**src/rtl/wb_master_initiator.sv**
```systemverilog
// Wishbone classic-cycle initiator: takes one read/write command at a time,
// runs a single Wishbone cycle for it, and returns the data/status on a
// valid/ready response port. A saturating counter aborts cycles the slave
// never answers.
module wb_master_initiator #(
  parameter int WB_ADDR_WIDTH  = 32,
  parameter int WB_DATA_WIDTH  = 32,
  parameter int TIMEOUT_CYCLES = 1024
) (
  input  logic                       clk,
  input  logic                       rst,
  // command port
  input  logic                       cmd_valid,
  output logic                       cmd_ready,
  input  logic                       cmd_we,
  input  logic [WB_ADDR_WIDTH-1:0]   cmd_adr,
  input  logic [WB_DATA_WIDTH/8-1:0] cmd_sel,
  input  logic [WB_DATA_WIDTH-1:0]   cmd_dat,
  // response port
  output logic                       rsp_valid,
  input  logic                       rsp_ready,
  output logic [WB_DATA_WIDTH-1:0]   rsp_dat,
  output logic                       rsp_err,
  output logic                       rsp_timeout,
  // Wishbone master side
  output logic                       CYC,
  output logic                       STB,
  output logic                       WE,
  output logic [WB_ADDR_WIDTH-1:0]   ADR,
  output logic [WB_DATA_WIDTH/8-1:0] SEL,
  output logic [WB_DATA_WIDTH-1:0]   DAT_W,
  input  logic [WB_DATA_WIDTH-1:0]   DAT_R,
  input  logic                       ACK,
  input  logic                       ERR
);

  localparam int SEL_W = WB_DATA_WIDTH / 8;

  // The counter holds the number of no-response edges already seen in BUS,
  // so the abort fires on the edge where it equals TIMEOUT_CYCLES-1; that
  // leaves CYC high for exactly TIMEOUT_CYCLES cycles.
  localparam int          TO_LAST_I = (TIMEOUT_CYCLES > 0) ? TIMEOUT_CYCLES - 1 : 0;
  localparam logic [15:0] TO_LAST   = TO_LAST_I[15:0];
  localparam bit          TO_EN     = (TIMEOUT_CYCLES != 0);

  typedef enum logic [1:0] {
    S_IDLE,
    S_BUS,
    S_RSP
  } state_t;

  state_t                     state, state_nxt;
  logic [15:0]                cnt, cnt_nxt;
  logic                       cyc_nxt, stb_nxt, we_nxt;
  logic [WB_ADDR_WIDTH-1:0]   adr_nxt;
  logic [SEL_W-1:0]           sel_nxt;
  logic [WB_DATA_WIDTH-1:0]   datw_nxt;
  logic                       rsp_valid_nxt, rsp_err_nxt, rsp_timeout_nxt;
  logic [WB_DATA_WIDTH-1:0]   rsp_dat_nxt;

  // Commands are only taken while no transaction is outstanding.
  assign cmd_ready = (state == S_IDLE);

  // State, bus and response registers; everything returns to zero/IDLE on reset.
  always_ff @(posedge clk or posedge rst) begin
    if (rst) begin
      state       <= S_IDLE;
      cnt         <= '0;
      CYC         <= 1'b0;
      STB         <= 1'b0;
      WE          <= 1'b0;
      ADR         <= '0;
      SEL         <= '0;
      DAT_W       <= '0;
      rsp_valid   <= 1'b0;
      rsp_err     <= 1'b0;
      rsp_timeout <= 1'b0;
      rsp_dat     <= '0;
    end else begin
      state       <= state_nxt;
      cnt         <= cnt_nxt;
      CYC         <= cyc_nxt;
      STB         <= stb_nxt;
      WE          <= we_nxt;
      ADR         <= adr_nxt;
      SEL         <= sel_nxt;
      DAT_W       <= datw_nxt;
      rsp_valid   <= rsp_valid_nxt;
      rsp_err     <= rsp_err_nxt;
      rsp_timeout <= rsp_timeout_nxt;
      rsp_dat     <= rsp_dat_nxt;
    end
  end

  // Next-state and next-output logic; every register holds unless a state acts.
  always_comb begin
    state_nxt       = state;
    cnt_nxt         = cnt;
    cyc_nxt         = CYC;
    stb_nxt         = STB;
    we_nxt          = WE;
    adr_nxt         = ADR;
    sel_nxt         = SEL;
    datw_nxt        = DAT_W;
    rsp_valid_nxt   = rsp_valid;
    rsp_err_nxt     = rsp_err;
    rsp_timeout_nxt = rsp_timeout;
    rsp_dat_nxt     = rsp_dat;

    case (state)
      S_IDLE: begin
        if (cmd_valid) begin
          state_nxt = S_BUS;
          cyc_nxt   = 1'b1;
          stb_nxt   = 1'b1;
          we_nxt    = cmd_we;
          adr_nxt   = cmd_adr;
          sel_nxt   = cmd_sel;
          datw_nxt  = cmd_we ? cmd_dat : '0;
          cnt_nxt   = '0;
        end
      end

      S_BUS: begin
        if (ERR) begin
          // ERR takes priority over a simultaneous ACK.
          state_nxt       = S_RSP;
          cyc_nxt         = 1'b0;
          stb_nxt         = 1'b0;
          rsp_valid_nxt   = 1'b1;
          rsp_err_nxt     = 1'b1;
          rsp_timeout_nxt = 1'b0;
          rsp_dat_nxt     = '0;
        end else if (ACK) begin
          state_nxt       = S_RSP;
          cyc_nxt         = 1'b0;
          stb_nxt         = 1'b0;
          rsp_valid_nxt   = 1'b1;
          rsp_err_nxt     = 1'b0;
          rsp_timeout_nxt = 1'b0;
          rsp_dat_nxt     = WE ? '0 : DAT_R;
        end else if (TO_EN && (cnt == TO_LAST)) begin
          state_nxt       = S_RSP;
          cyc_nxt         = 1'b0;
          stb_nxt         = 1'b0;
          rsp_valid_nxt   = 1'b1;
          rsp_err_nxt     = 1'b1;
          rsp_timeout_nxt = 1'b1;
          rsp_dat_nxt     = '0;
        end else if (cnt != 16'hFFFF) begin
          cnt_nxt = cnt + 16'd1;
        end
      end

      S_RSP: begin
        if (rsp_ready) begin
          state_nxt       = S_IDLE;
          rsp_valid_nxt   = 1'b0;
          rsp_err_nxt     = 1'b0;
          rsp_timeout_nxt = 1'b0;
        end
      end

      default: begin
        state_nxt = S_IDLE;
      end
    endcase
  end

endmodule
```
**config.mk**
```make
export PLATFORM = sky130hd
export DESIGN_NAME = wb_master_initiator
export DESIGN_NICKNAME = d
export VERILOG_FILES = /design/src/rtl/wb_master_initiator.sv
export SDC_FILE = /design/constraint.sdc
export NUM_CORES = 1
export LEC_CHECK = 0
export ABC_AREA = 1
export BUFFER_PORTS_ARGS = -buffer_cell sky130_fd_sc_hd__buf_4
export CAP_MARGIN = 15
export CORE_MARGIN = 1.5
export CORE_UTILIZATION = 49
export DETAILED_ROUTE_END_ITERATION = 8
export GPL_TIMING_DRIVEN = 0
export PLACE_DENSITY = 0.8
export REMOVE_ABC_BUFFERS = 1
export SKIP_CTS_REPAIR_TIMING = 1
export SLEW_MARGIN = 20
export SYNTH_ARGS = -nofsm -noshare
export SYNTH_HDL_FRONTEND = slang
export SYNTH_SLANG_ARGS = --single-unit
```
**constraint.sdc**
```tcl
create_clock -name clk -period 5.4 [get_ports clk]
set_clock_uncertainty 0.2 [all_clocks]
set_input_delay 1.08 -clock clk [delete_from_list [all_inputs] [get_ports clk]]
set_output_delay 1.08 -clock clk [all_outputs]
set_load 0.005 [all_outputs]
```
==> impl_metrics.toml, run 1 <==
[floorplan]
ios = 214
die_area_um2 = 12200
num_rows = 39
die_x_um = 111
initial_core_util_pct = 49.9
core-area_um2 = 11400
fp.dieH_um = 111

[timing]
clock.fmax_mhz = 364
rsz0062_at_grt = "false"
fin_ws_ns = 2.65
finalSetupViolations = 0
tightest_slew_ns = 0.856
maxSlewViolCount = 0
relSlewSlack_pct = 43.0
fin_crit_sh_pct = 50.9
layout_min_cycle_time_ns = 2.75
hold_viol = 0

[layout]
seq_area_um2 = 3080
antennaDiodeCount = 0
multi_input_area_um2 = 2280
area_growth_pct = 40.7
fillers = 836
finalInstanceArea_um2 = 7970
drive_above_1_share_pct = 36.4
final_util_pct = 70.1
nNetsFinal = 979

[flow_run]
drv_cap = 0

[pwr]
peakVddDrop_mv = 0.342
power.total_w = 0.00425
leakage_nw = 4.24
power.density_nw_per_um2 = 533

[global_route]
antenna_found_initial = 0
grt_pass1_wl_um = 24600
grt_max_degree = 84
grt.overflow.total = 0
track_usage_pct = 25.3
first_global_vias = 5110

[placed_design]
dp_hpwl_um = 10600
place_ws_ns = 2.65
post_dp_cell_area_um2 = 7320
port_buffers = 213
gp_congestion = 0.861

[yosys]
yosysUniqueCellTypes = 34
ys_seq_area_share_pct = 54.3
synth.cell_area_um2 = 5670
yosys_register_bits = 123
synth_cells = 665
avgSynthCellArea_um2 = 8.52
yosysWarningCount = 0

[route]
drt-total-wl_um = 15000
routed_via_density = 4.92
detail-route-antenna-nets = 0
drt-initial-drc-count = 240
wl_per_cell_um = 14.6
dr.pass1.iters = 4
vias = 5030
drc = 0

[clock_tree]
clock_latency_ns = 0.41
cts_buffers = 17
clk_path_buf_depth = 2
h-tree-depth = 4
cts_tree = "built"
cts.sinks = 123
path_clk_slew_ns = 0.05
clockRootBuffer = "clkbuf_16"

[critical_path]
endpoint_kind = "register"
crit_path_start_kind = "register"
arrival_ns = 2.89
cp_max_fo = 16
worstPathRequired_ns = 5.55
critical_path_class = "reg -> reg"

[hold_path]
min_path_type = "reg -> reg"

[outcome]
outcome = "finished clean"
## synthesized netlist by cell type
library cell  instances  area share, %
nand2_1             320             21
a211oi_1              1           0.13
buf_1                 5           0.33
clkinv_4              1           0.15
inv_2                 3           0.20
nand2_4               3           0.60
buf_2                 4           0.35
clkbuf_1             14           0.93
buf_8                 2           0.53
nand2_2              19            2.1
nand4_4               1           0.38
nor3b_1               3           0.40
a21oi_2               1           0.15
ha_1                  5            1.1
dfrtp_1             123             54
o21ai_2              33            5.1
nand3_2               4           0.71
o21ai_1               3           0.26
a21oi_1               4           0.35
nor2_8                1           0.35
buf_6                 7            1.4
nor2_2                1           0.11
nor3_1                3           0.26
xnor2_1               1           0.15
nand3_1               8           0.71
o21a_1                3           0.40
o22ai_1               1           0.11
o21ai_0              33            2.9
nand4_1               2           0.22
inv_1                24            1.6
nor2_4                2           0.40
buf_4                 1           0.13
o21bai_1              1           0.13
nor2_1               28            1.9
## report_power, final
group	switching, W	internal [W]	total, W	leakage, nW
clock	0.000403	0.000840	0.00124	0.316
combinational	0.000792	0.000722	0.00151	2.32
sequential	0.000217	0.00128	0.00150	1.61
## registers in the layout (all words and copies together), names as in the netlist, 2 cells and up
name     flops
SEL          4
rsp_dat     32
ADR         32
cnt         16
DAT_W       32
state        2
## cells in the final DEF, fill, tap and decap left out, types with 3 or more instances in the layout
cell / count
o21ai_1: 3
inv_2: 4
o21ai_0: 33
o21ai_2: 33
nand3_2: 4
nand2_2: 19
nand3_1: 8
inv_1: 22
nand2_4: 4
clkinv_2: 4
nor2_1: 27
nor3b_1: 3
nand2_1: 319
clkbuf_16: 17
o21a_1: 3
a21oi_1: 4
buf_4: 213
ha_1: 5
dfrtp_1: 123
nor3_1: 3
bufinv_16: 5
## metrics by stage
stage,hold WS (ns),setup TNS (ns),instances
floorplan,0.265,0,632
global placement,0.256,-58.06,988
detailed placement,0.260,0,991
CTS,0.274,0,1023
global route,0.303,0,1023
finish,0.269,0,1023
## worst max-delay path, cell delays in order (launching register included)
cell,delay [ns]
dfrtp_1,0.39
inv_1,0.10
ha_1,0.57
inv_1,0.39
o21ai_2,0.33
inv_2,0.07
nor2_4,0.40
nand2_1,0.12
nand2_1,0.09
## logic make-up (layout without fill, tap and decap cells)
logic type | Yosys count | in the layout | share of synthesized area (%)
compound gates | 80 | 80 | 9.56
xor+xnor | 1 | 1 | 0.155
fa+ha+maj | 5 | 5 | 1.10
buf+inv | 61 | 276 | 5.61
flops | 123 | 123 | 54.3
simple gates | 395 | 395 | 29.3
## final timing paths
check / startpoint / end / slack [ns] / cells after the start
max in group asynchronous: rst / ADR[13] / 3.80 / 3
min in group asynchronous: rst / rsp_dat[3] / 0.47 / 2
worst min register to register: rsp_err / rsp_err / 0.27 / 2
worst max-delay path: state[1] / cnt[3] / 2.65 / 8
worst max register to register: state[1] / cnt[3] / 2.65 / 8
worst min-delay path: rsp_err / rsp_err / 0.27 / 2
## metal layers
metal	wire (µm)	track usage (%)	vias to the layer above
met5	0	0	-
met4	553	12.5	0
met3	963	7.52	41
met2	7560	42.6	166
met1	5890	29.4	2349
li1	-	-	2474
## cell type report
type | instances | area share (%)
flip-flops and latches | 123 | 38.6
inverters | 28 | 1.44
clock inverters | 12 | 2.43
well taps | 143 | 2.24
multi-input cells | 481 | 28.6
clock buffers | 20 | 5.73
repair buffers | 216 | 20.9
No activity file was read; power rests on OpenSTA's default activity.
==> run 2: changes to the inputs <==
CORE_UTILIZATION = 45   (was 49)
PLACE_DENSITY = 0.77   (was 0.8)
clock period = 2.5 ns   (was 5.4 ns; I/O delays follow)
==> impl_metrics.toml, run 2 (same netlist as run 1, synthesis figures left out) <==
[layout]
nNetsFinal = 979
reg_top3 = "ADR x32, DAT_W x32, rsp_dat x32"
mostFrequentLayoutCells = "nand2_1, buf_4, dfrtp_1"
area_growth_pct = 41.1
drive_above_1_share_pct = 36.5
antennaDiodeCount = 0
final_common_cell = "nand2_1"
final_util_pct = 65.8
fillers = 979

[pwr]
power.total_w = 0.00912
peakVddDrop_mv = 0.626
leakage_nw = 4.22
power.density_nw_per_um2 = 1140

[route]
detail-route-antenna-nets = 0
dr.pass1.iters = 4
drt-total-wl_um = 15100
drc = 0
routed_via_density = 4.76
wl_per_cell_um = 14.4
vias = 4992
drt-initial-drc-count = 265

[critical_path]
critical_path_class = "reg -> reg"
reg2reg_slack_ns = 0.20
slowest_stage = "ha_2"
worstPathRequired_ns = 2.60
cp_max_fo = 16
endpoint_kind = "register"
crit_path_start_kind = "register"
cpPeakStageDelay_ns = 0.41
crit_chain = "inv_1, ha_2, inv_1, o21ai_2, nand4_4, nand2_1, nand2_1"
arrival_ns = 2.40

[timing]
hold_viol = 7
finalSetupViolations = 0
layout_min_cycle_time_ns = 2.30
hold-worst-slack_ns = -0.0171
clock.fmax_mhz = 434
relSlewSlack_pct = 50.7
rsz0062_at_grt = "false"
fin_crit_sh_pct = 92.2
tightest_slew_ns = 0.738
maxSlewViolCount = 0

[floorplan]
core-area_um2 = 12200
fp.dieH_um = 115
die_area_um2 = 13300
initial_core_util_pct = 46.6
ios = 214
die_x_um = 115
num_rows = 40

[clock_tree]
cts_buffers = 17
clockRootBuffer = "clkbuf_16"
h-tree-depth = 4
path_clk_slew_ns = 0.06
clock_latency_ns = 0.41
clk_path_buf_depth = 2
cts_tree = "built"
cts.sinks = 123

[flow_run]
drv_cap = 0

[outcome]
violations = "negative hold slack"
outcome = "finished, violations left"

[placed_design]
gp_congestion = 0.814
dp_hpwl_um = 10400
port_buffers = 213

[global_route]
track_usage_pct = 24.2
grt_pass1_wl_um = 24700
antenna_found_initial = 0
grt_max_degree = 73
grt.overflow.total = 0
first_global_vias = 4958

[hold_path]
min_path_type = "in -> async"
-- run 2: final timing paths --
path	startpoint	endpoint	depth (start not counted)
min in group clk	cmd_adr[0]	ADR[0]	3
max in group asynchronous	rst	DAT_W[6]	3
min reg2reg	rsp_timeout	rsp_timeout	2
max reg2reg	state[1]	cnt[2]	7
max	state[1]	cnt[2]	7
min	rst	DAT_W[10]	2
-- run 2: through the flow --
stage	worst slack [ns]	TNS (ns)	area (µm²)	instances
2_1_floorplan	-1.47	-243.70	5460	632
3_5_place_dp	-0.110	-1.27	7340	1015
4_1_cts	-0.167	-2.08	7970	1047
6_report	0.196	0	8000	1048
5_1_grt	0.0464	0	8000	1048
3_3_place_gp	-2.97	-546.46	7270	1013
-- run 2: critical path, delay by kind of cell (launching register included) --
family | cells | cell delay (ns)
AO/OA/AOI/OAI | 1 | 0.29
adder cells (fa/ha/maj) | 1 | 0.41
flip-flops | 1 | 0.40
AND/OR/NAND/NOR | 3 | 0.49
buffers and inverters | 2 | 0.40
-- run 2: cell type report --
class                   count  area, µm²  share of cell area [%]
clock buffers              22        484                    6.05
well taps                 168        210                    2.63
flip-flops and latches    123       3080                    38.5
multi-input cells         481       2300                    28.7
repair buffers            216       1670                    20.9
clock inverters            10        139                    1.74
inverters                  28        115                    1.44
-- run 2: report_power, final --
group / switching (W) / internal (W)
registers: 0.000485 / 0.00276
logic: 0.00172 / 0.00160
clock network: 0.000877 / 0.00167
total: 0.00309 / 0.00603
-- run 2: per-layer routing --
metal / share of wire (%) / GRT usage [%] / routed length (µm)
met1: 40 / 28.7 / 6000
met2: 51 / 41.0 / 7640
met3: 7.0 / 7.54 / 1060
met4: 2.7 / 10.1 / 404
met5: 0 / 0 / 0
==> run 3: changes to the inputs <==
--- a/config.mk
+++ b/config.mk
@@ -9,9 +9,11 @@
 export BUFFER_PORTS_ARGS = -buffer_cell sky130_fd_sc_hd__buf_4
 export CAP_MARGIN = 15
+export CELL_PAD_IN_SITES_DETAIL_PLACEMENT = 0
+export CELL_PAD_IN_SITES_GLOBAL_PLACEMENT = 2
 export CORE_MARGIN = 1.5
-export CORE_UTILIZATION = 45
+export CORE_UTILIZATION = 25
 export DETAILED_ROUTE_END_ITERATION = 8
 export GPL_TIMING_DRIVEN = 0
-export PLACE_DENSITY = 0.77
+export PLACE_DENSITY_LB_ADDON = 0.1
 export REMOVE_ABC_BUFFERS = 1
 export SKIP_CTS_REPAIR_TIMING = 1
==> constraint.sdc (replaced) <==
create_clock -name clk -period 2.5 [get_ports clk]
set_clock_uncertainty 0.2 [all_clocks]
set_input_delay 0.125 -clock clk [delete_from_list [all_inputs] [get_ports clk]]
set_output_delay 0.125 -clock clk [all_outputs]
set_load 0.005 [all_outputs]
==> impl_metrics.toml, run 3 (same netlist as run 1, synthesis figures left out) <==
[floorplan]
ios = 214
initial_core_util_pct = 25.7
fp.dieH_um = 154
die_x_um = 154
core-area_um2 = 22000
num_rows = 54
die_area_um2 = 23600

[critical_path]
worstPathRequired_ns = 2.61
cp_max_fo = 16
critical_path_class = "reg -> reg"
endpoint_kind = "register"
crit_path_start_kind = "register"
arrival_ns = 2.40

[route]
vias = 5451
drc = 0
detail-route-antenna-nets = 0
drt-total-wl_um = 17500
routed_via_density = 4.20
drt-initial-drc-count = 207
dr.pass1.iters = 4
wl_per_cell_um = 13.5

[timing]
tightest_slew_ns = 0.752
fin_crit_sh_pct = 91.4
clock.fmax_mhz = 437
finalSetupViolations = 0
relSlewSlack_pct = 49.7
rsz0062_at_grt = "false"
hold_viol = 0
layout_min_cycle_time_ns = 2.29
maxSlewViolCount = 0

[layout]
nNetsFinal = 1120
drive_above_1_share_pct = 31.9
finalInstanceArea_um2 = 9520
area_growth_pct = 67.9
antennaDiodeCount = 0
mostFrequentLayoutCells = "nand2_1, buf_4, dlygate4sd3_1"
reg_top3 = "ADR x32, DAT_W x32, rsp_dat x32"
final_util_pct = 43.2
final_common_cell = "nand2_1"

[global_route]
grt_max_degree = 98
track_usage_pct = 14.6
grt_pass1_wl_um = 26800
first_global_vias = 5127
grt.overflow.total = 0
antenna_found_initial = 0

[clock_tree]
clock_latency_ns = 0.42
path_clk_slew_ns = 0.06
h-tree-depth = 4
cts.sinks = 123
cts_buffers = 17
clockRootBuffer = "clkbuf_16"
clk_path_buf_depth = 2
cts_tree = "built"

[placed_design]
dp_hpwl_um = 11500
gp_congestion = 0.730
post_dp_cell_area_um2 = 7480
port_buffers = 213

[flow_run]
drv_cap = 0

[pwr]
leakage_nw = 4.76
power.density_nw_per_um2 = 984
peakVddDrop_mv = 0.480
power.total_w = 0.00937

[outcome]
outcome = "finished clean"

[hold_path]
min_path_type = "in -> reg"
run 3: cell count changes in the layout (fill, tap and decap cells not counted), sizes merged:
cell / change
dlygate4sd3: +137
buf: +4
clkbuf: -4
inv: +3
clkinvlp: -1
run 3: final timing paths:
| check | start | endpoint | slack (ns) | cells after the start |
|---|---|---|---|---|
| worst max-delay path | state[1] | cnt[15] | 0.21 | 7 |
| worst min-delay path | cmd_valid | ADR[14] | 0.07 | 4 |
| worst max register to register | state[1] | cnt[15] | 0.21 | 7 |
| worst min register to register | ADR[10] | ADR[10] | 0.28 | 2 |
| max in group asynchronous | rst | DAT_W[6] | 0.66 | 5 |
| min in group asynchronous | rst | rsp_dat[8] | 0.66 | 4 |
run 3: layout make-up:
type	instances	area, µm²
Fill cell	2205	12500
Sequential cell	123	3080
Timing Repair Buffer	357	3070
Multi-Input combinational cell	481	2300
Clock buffer	18	439
Tap cell	280	350
Clock inverter	12	163
Inverter	28	121
run 3: worst max-delay path, stage by stage, from the launching register on:
cell and delay (ns):
dfrtp_1 0.39, inv_1 0.11, ha_2 0.47, clkinvlp_4 0.23, o21ai_2 0.25, nand4_4 0.31, nand2_1 0.15, nand2_1 0.06
run 3: power by group:
| group | internal (W) | switching (W) | total (W) |
|---|---|---|---|
| clock | 0.00160 | 0.000974 | 0.00257 |
| combinational | 0.00179 | 0.00180 | 0.00359 |
| sequential | 0.00276 | 0.000452 | 0.00321 |
run 3: per-stage QoR:
step,TNS [ns],cells,hold WS [ns],setup WS [ns]
3_5_place_dp,-6.09,1127,-0.105,-0.418
5_1_grt,0,1299,0.102,0.00445
2_1_floorplan,-197.58,632,0.0346,-1.15
4_1_cts,-6.54,1157,-0.569,-0.444
3_3_place_gp,-545.88,1125,0.119,-2.95
6_report,0,1299,0.0694,0.214
run 3: metal layers:
layer | vias up | track usage (%) | part of all wire [%]
met5 | - | 0 | 0
met4 | 0 | 6.06 | 2.3
met3 | 31 | 5.33 | 5.6
li1 | 2749 | - | -
met2 | 135 | 25.1 | 50
met1 | 2536 | 16.3 | 42
